==> config.mk <==
export PLATFORM = sky130hd
export DESIGN_NAME = traffic_client
export DESIGN_NICKNAME = d
export VERILOG_FILES = /design/src/rtl/noc_pkg.sv /design/src/rtl/token_bucket.sv /design/src/rtl/traffic_client.sv
export SDC_FILE = /design/constraint.sdc
export NUM_CORES = 1
export LEC_CHECK = 0
export ABC_AREA = 1
export CORE_AREA = 2 2 86 121
export CTS_CLUSTER_SIZE = 12
export DETAILED_ROUTE_END_ITERATION = 7
export DIE_AREA = 0 0 88 123
export PLACE_DENSITY = 0.87
export SLEW_MARGIN = 20
export SYNTH_ARGS = -nofsm -noshare
export SYNTH_HDL_FRONTEND = slang
export SYNTH_SLANG_ARGS = --single-unit
==> constraint.sdc <==
create_clock -name clk -period 1.3 [get_ports clk]
set_input_delay 0.325 -clock clk [delete_from_list [all_inputs] [get_ports clk]]
set_output_delay 0.325 -clock clk [all_outputs]
set_load 0.01 [all_outputs]
==> src/rtl/noc_pkg.sv <==
// noc_pkg: shared constants, FSM state type and destination helpers for NoC traffic clients
package noc_pkg;

   localparam logic [15:0] LFSR_SEED = 16'hACE1;
   localparam logic [15:0] LFSR_TAPS = 16'hB400;

   typedef enum logic [1:0] {IDLE, WAIT_ACK, DONE} inj_state_t;

   function automatic logic [15:0] lfsr_next(input logic [15:0] s);
      return {s[14:0], ^(s & LFSR_TAPS)};
   endfunction

   function automatic int dest_x(input logic [15:0] s, input int xw, input int yw, input int x, input int y);
      int dx;
      int dy;
      dx = int'(s) & ((1 << xw) - 1);
      dy = (int'(s) >> xw) & ((1 << yw) - 1);
      return (dx == x && dy == y) ? (dx ^ 1) : dx;
   endfunction

endpackage

==> src/rtl/token_bucket.sv <==
// token_bucket: one token per RATE cycles, bucket depth SIGMA, starts full
module token_bucket #(
   parameter int RATE  = 20,
   parameter int SIGMA = 3
) (
   input  logic clk,
   input  logic rst,
   input  logic consume,
   output logic token_available
);

   localparam int CW = $clog2(RATE + 1);
   localparam int TW = $clog2(SIGMA + 1);

   logic [CW-1:0] r_cnt;
   logic [TW-1:0] r_tokens;
   logic          w_refill;

   assign w_refill        = (r_cnt == CW'(RATE - 1));
   assign token_available = (r_tokens != '0);

   // refill counter wraps every RATE cycles; a coinciding refill and consume cancel out
   always_ff @(posedge clk or negedge rst)
      if (!rst) begin
         r_cnt    <= '0;
         r_tokens <= TW'(SIGMA);
      end else begin
         r_cnt <= w_refill ? '0 : r_cnt + CW'(1);
         if (w_refill && !consume && r_tokens != TW'(SIGMA))
            r_tokens <= r_tokens + TW'(1);
         else if (consume && !w_refill)
            r_tokens <= r_tokens - TW'(1);
      end

endmodule

==> src/rtl/traffic_client.sv <==
// traffic_client: rate-shaped packet injector and ejection checker for one torus NoC router port
module traffic_client
   import noc_pkg::*;
#(
   parameter int X_W       = 2,
   parameter int Y_W       = 2,
   parameter int X         = 0,
   parameter int Y         = 0,
   parameter int VC_W      = 3,
   parameter int NUM_VC    = 4,
   parameter int D_W       = 32,
   parameter int N_PACKETS = 128,
   parameter int RATE      = 20,
   parameter int SIGMA     = 3
) (
   input  logic            clk,
   input  logic            rst,
   output logic            i_v,
   input  logic            i_ack,
   output logic [VC_W-1:0] i_vc,
   output logic [X_W-1:0]  i_x,
   output logic [Y_W-1:0]  i_y,
   output logic [D_W-1:0]  i_data,
   input  logic            o_v,
   input  logic [X_W-1:0]  o_x,
   input  logic [Y_W-1:0]  o_y,
   input  logic [D_W-1:0]  o_data,
   output logic            done,
   output logic [31:0]     rx_count,
   output logic            rx_err
);

   localparam int SEQ_W = $clog2(N_PACKETS + 1);
   localparam int PAD   = D_W - X_W - Y_W - SEQ_W;
   localparam logic [SEQ_W-1:0] N_ALL = SEQ_W'(N_PACKETS);

   inj_state_t       r_state;
   inj_state_t       w_next;
   logic [SEQ_W-1:0] r_sent;
   logic [15:0]      r_lfsr;
   logic [VC_W-1:0]  r_vc_cnt;
   logic             w_tok;
   logic             w_launch;
   logic [D_W-1:0]   w_data;
   logic             w_unused;

   assign i_v      = (r_state == WAIT_ACK);
   assign done     = (r_state == DONE);
   assign w_data   = D_W'({X_W'(X), Y_W'(Y), r_sent}) << PAD;
   assign w_unused = ^o_data;

   token_bucket #(.RATE(RATE), .SIGMA(SIGMA)) u_bucket (
      .clk             (clk),
      .rst             (rst),
      .consume         (w_launch),
      .token_available (w_tok)
   );

   // injection state register
   always_ff @(posedge clk or negedge rst)
      if (!rst) r_state <= IDLE;
      else      r_state <= w_next;

   // launch when a token is free, packets remain and the output slot is empty or being acked
   always_comb begin
      w_launch = w_tok && (r_sent != N_ALL) && (r_state != WAIT_ACK || i_ack);
      w_next   = r_state;
      if (w_launch)
         w_next = WAIT_ACK;
      else if (r_state != WAIT_ACK || i_ack)
         w_next = (r_sent == N_ALL) ? DONE : IDLE;
   end

   // packet fields load only on launch, so they hold while the router withholds ack
   always_ff @(posedge clk or negedge rst)
      if (!rst) begin
         r_sent   <= '0;
         r_lfsr   <= LFSR_SEED;
         r_vc_cnt <= '0;
         i_vc     <= '0;
         i_x      <= '0;
         i_y      <= '0;
         i_data   <= '0;
      end else if (w_launch) begin
         i_vc     <= r_vc_cnt;
         i_x      <= X_W'(dest_x(r_lfsr, X_W, Y_W, X, Y));
         i_y      <= r_lfsr[X_W+Y_W-1:X_W];
         i_data   <= w_data;
         r_sent   <= r_sent + SEQ_W'(1);
         r_lfsr   <= lfsr_next(r_lfsr);
         r_vc_cnt <= (r_vc_cnt == VC_W'(NUM_VC - 1)) ? '0 : r_vc_cnt + VC_W'(1);
      end

   // ejection side: count every arrival and latch any packet not addressed to us
   always_ff @(posedge clk or negedge rst)
      if (!rst) begin
         rx_count <= '0;
         rx_err   <= 1'b0;
      end else if (o_v) begin
         rx_count <= rx_count + 32'd1;
         if (o_x != X_W'(X) || o_y != Y_W'(Y)) rx_err <= 1'b1;
      end

endmodule

==> summary.txt <==
DIE AREA = 10800 um^2
Initial DRT Pass Iterations = 5
Clk_skew = 0.00744 ns
Yosys Warn Count = 0
Sequential area share after synthesis = 0.489
WS Path Type = reg -> reg
Final Cycle Share = 1.24
Chip width = 88 um
Crit start category = register
GPL Wtd Cong = 0.850
WL/cell = 18.8 um
Share of layout cells above drive strength 1 = 0.530
Core ar. = 9740 um^2
Io pins = 114
Critical Path Sink Type = register
Initial antenna violation count = 0
Slowest Stage Delay on Critical Path = 0.42 ns
Hold crit path type = reg -> reg
Final #Nets = 734
Cell family with most CP delay = simple AND/OR/NAND/NOR gates
Antenna-violating nets left = 0
H-tree Lvls = 3
Vias = 4373
Number of flops mapped to enable cells by yosys = 0
Clock Tree Root = clkbuf_16
Max Cap Viol = 0
Fin util = 0.698
LEAKAGE = 3.36 nW
Worst setup margin = -0.307 ns
Global-route wire length before repair = 19900 um
Netlist Area Pre-Place = 4170 um^2
Final wirelength = 15600 um
Clock Tree Buf Depth = 2
Vias/cell = 5.28
Grt ovf = 0
Area growth syn-to-layout = 62.8%
Pwr dens = 974 nW/um^2
Top FF cell, synth = dfrtp_1
Max Freq = 622 MHz
Crit path DAT = 1.84 ns
Die height = 123 um
Final setup viols = 84
Worst path required time = 1.53 ns
DP HPWL = 7580 um
CTS Buf Count = 9
TritonCTS clock tree = built
Skew-Pair Late Insertion Delay = 0.34 ns
Final Max Tran Viols = 0
Drt initial violations = 288
Yosys reg bits = 81
N_diodes = 0
Critical path, cell by cell = ha_4 > nand2_4 > nor2_4 > nand3_4 > nor2_4 > buf_4 > nand4_1 > nand2_1 > inv_1
Vias in the first global route = 4212
Post-synthesis cell type count = 34
Gate Count Post-Synth = 498
CP max stage cell = dfrtp_2
Largest net degree at the start of global routing = 31
RSZ-0062 raised after global routing = true
Port bufs = 57
# rows = 43
Syn_area_per_cell = 8.38 um^2
Fin crit period = 1.61 ns
Worst vdd ir = 0.988 mV
Status = complete, but fails checks
Post-synth ARST share = 1.00
Most numerous cell on the critical path = nor2_4
Clock Pin Slew Worst Setup and Hold Paths = 0.07 ns
Sink Count = 81
Power, Total = 6.62 mW
CP max FO = 3
DRC = 0
Crit path buffers/inverters = 2
Failing checks = negative setup slack
Starting Density = 0.429
Final Hold Vio Count = 0
GRT Total Usage = 0.242
[stage by stage]
| stage | hold slack, ns | setup slack, ns | instances | setup TNS [ns] | cell area, um^2 |
|---|---|---|---|---|---|
| after detailed placement | 0.286 | -0.455 | 747 | -24.53 | 5300 |
| final | 0.465 | -0.307 | 829 | -12.25 | 6800 |
| after floorplan | 0.0294 | -0.114 | 521 | -0.523 | 4290 |
| after CTS | 0.467 | -0.139 | 806 | -4.78 | 6090 |
| after global placement | 0.286 | -0.378 | 747 | -21.31 | 5300 |
| after global routing | 0.479 | -0.356 | 829 | -14.85 | 6800 |
[path summary, 6_finish.rpt]
path / from / endpoint / slack [ns] / depth (start not counted)
hold / removal: r_lfsr[7] / r_lfsr[7] / 0.46 / 2
setup / recovery: rx_count[1] / rx_count[30] / -0.31 / 9
setup reg to reg: rx_count[1] / rx_count[30] / -0.31 / 9
min in group asynchronous: rst / rx_count[30] / 0.48 / 2
max in group asynchronous: rst / i_y[0] / 0.28 / 3
hold reg to reg: r_lfsr[7] / r_lfsr[7] / 0.46 / 2
[cells by family after synthesis]
| kind of cell | Yosys count | share of synthesized area |
|---|---|---|
| other cells | 1 | 0.000898 |
| simple gates | 255 | 0.276 |
| flops | 81 | 0.489 |
| compound gates | 31 | 0.0396 |
| fa+ha+maj | 5 | 0.0150 |
| buf+inv | 94 | 0.115 |
| xor+xnor | 31 | 0.0650 |
[cell usage after synthesis (all sizes together) (2+ instances only)]
master | count | area (um^2)
ha | 5 | 62.6
o21bai | 2 | 18.8
nor2 | 47 | 239
dfrtp | 71 | 1780
nand2 | 162 | 626
a21oi | 5 | 25.0
xnor2 | 12 | 105
inv | 59 | 221
o21ai | 23 | 115
nor3 | 6 | 35.0
nand4 | 11 | 75.1
buf | 35 | 259
dfstp | 10 | 263
xor2 | 19 | 166
nand3b | 2 | 15.0
nand3 | 24 | 143
[worst min-delay path: cells and delay by family, from the launching register on]
| kind | cells | cell delay, ns |
|---|---|---|
| flops | 1 | 0.37 |
| simple gates | 2 | 0.09 |
[sequential cells by signal, summed over array words and instances (netlist names)]
signal	cells
i_y	1
r_sent	8
rx_err	1
r_vc_cnt	3
rx_count	32
u_bucket.r_cnt	5
r_state	2
i_data	8
r_lfsr	15
i_x	1
u_bucket.r_tokens	2
i_vc	3
[timing repair]
item                       CTS  global route
pin swaps                   27            71
setup endpoints to repair  112            99
hold buffers                 1             0
hold endpoints to repair    16             0
setup buffers               41            30
gates cloned                 2             2
gates resized for setup    252           181
[power breakdown]
part	switching (mW)	internal [mW]
Clock	1.04	1.41
Combinational	0.689	0.693
Sequential	0.154	2.64
[final cells by class]
type,instances,area [um^2]
Clock buffer,13,260
Clock inverter,3,25.0
Fill cell,627,2940
Inverter,59,229
Multi-Input combinational cell,347,2400
Sequential cell,81,2050
Tap cell,135,169
Timing Repair Buffer,191,1660
[layer usage]
metal / vias to the layer above / global-route usage / part of all wire
li1: 1879 / - / -
met4: 0 / 0.133 / 0.062
met5: - / 0 / 0
met1: 2127 / 0.242 / 0.33
met3: 86 / 0.0514 / 0.064
met2: 281 / 0.454 / 0.55
[cell usage in the layout (no fill, tap or decap), types with 7 or more instances in the layout]
| cell type | Yosys | routed |
|---|---|---|
| nand2_4 | 1 | 18 |
| nand2_1 | 157 | 92 |
| nor2_1 | 38 | 15 |
| xnor2_1 | 12 | 11 |
| buf_2 | 3 | 20 |
| nand3_1 | 21 | 13 |
| nand2_2 | 4 | 51 |
| dfrtp_1 | 71 | 59 |
| nand3_2 | 2 | 8 |
| clkbuf_16 | 0 | 10 |
| xor2_1 | 19 | 18 |
| dfrtp_2 | 0 | 12 |
| clkbuf_2 | 0 | 13 |
| inv_2 | 2 | 7 |
| nor2_4 | 8 | 25 |
| o21ai_1 | 1 | 9 |
| inv_1 | 57 | 51 |
| conb_1 | 1 | 24 |
| nor2_2 | 1 | 7 |
| o21ai_2 | 0 | 12 |
| buf_4 | 31 | 89 |
| dfstp_2 | 10 | 10 |
| buf_6 | 1 | 51 |
| nand4_1 | 10 | 10 |
No activity file was read; power rests on OpenSTA's default activity.
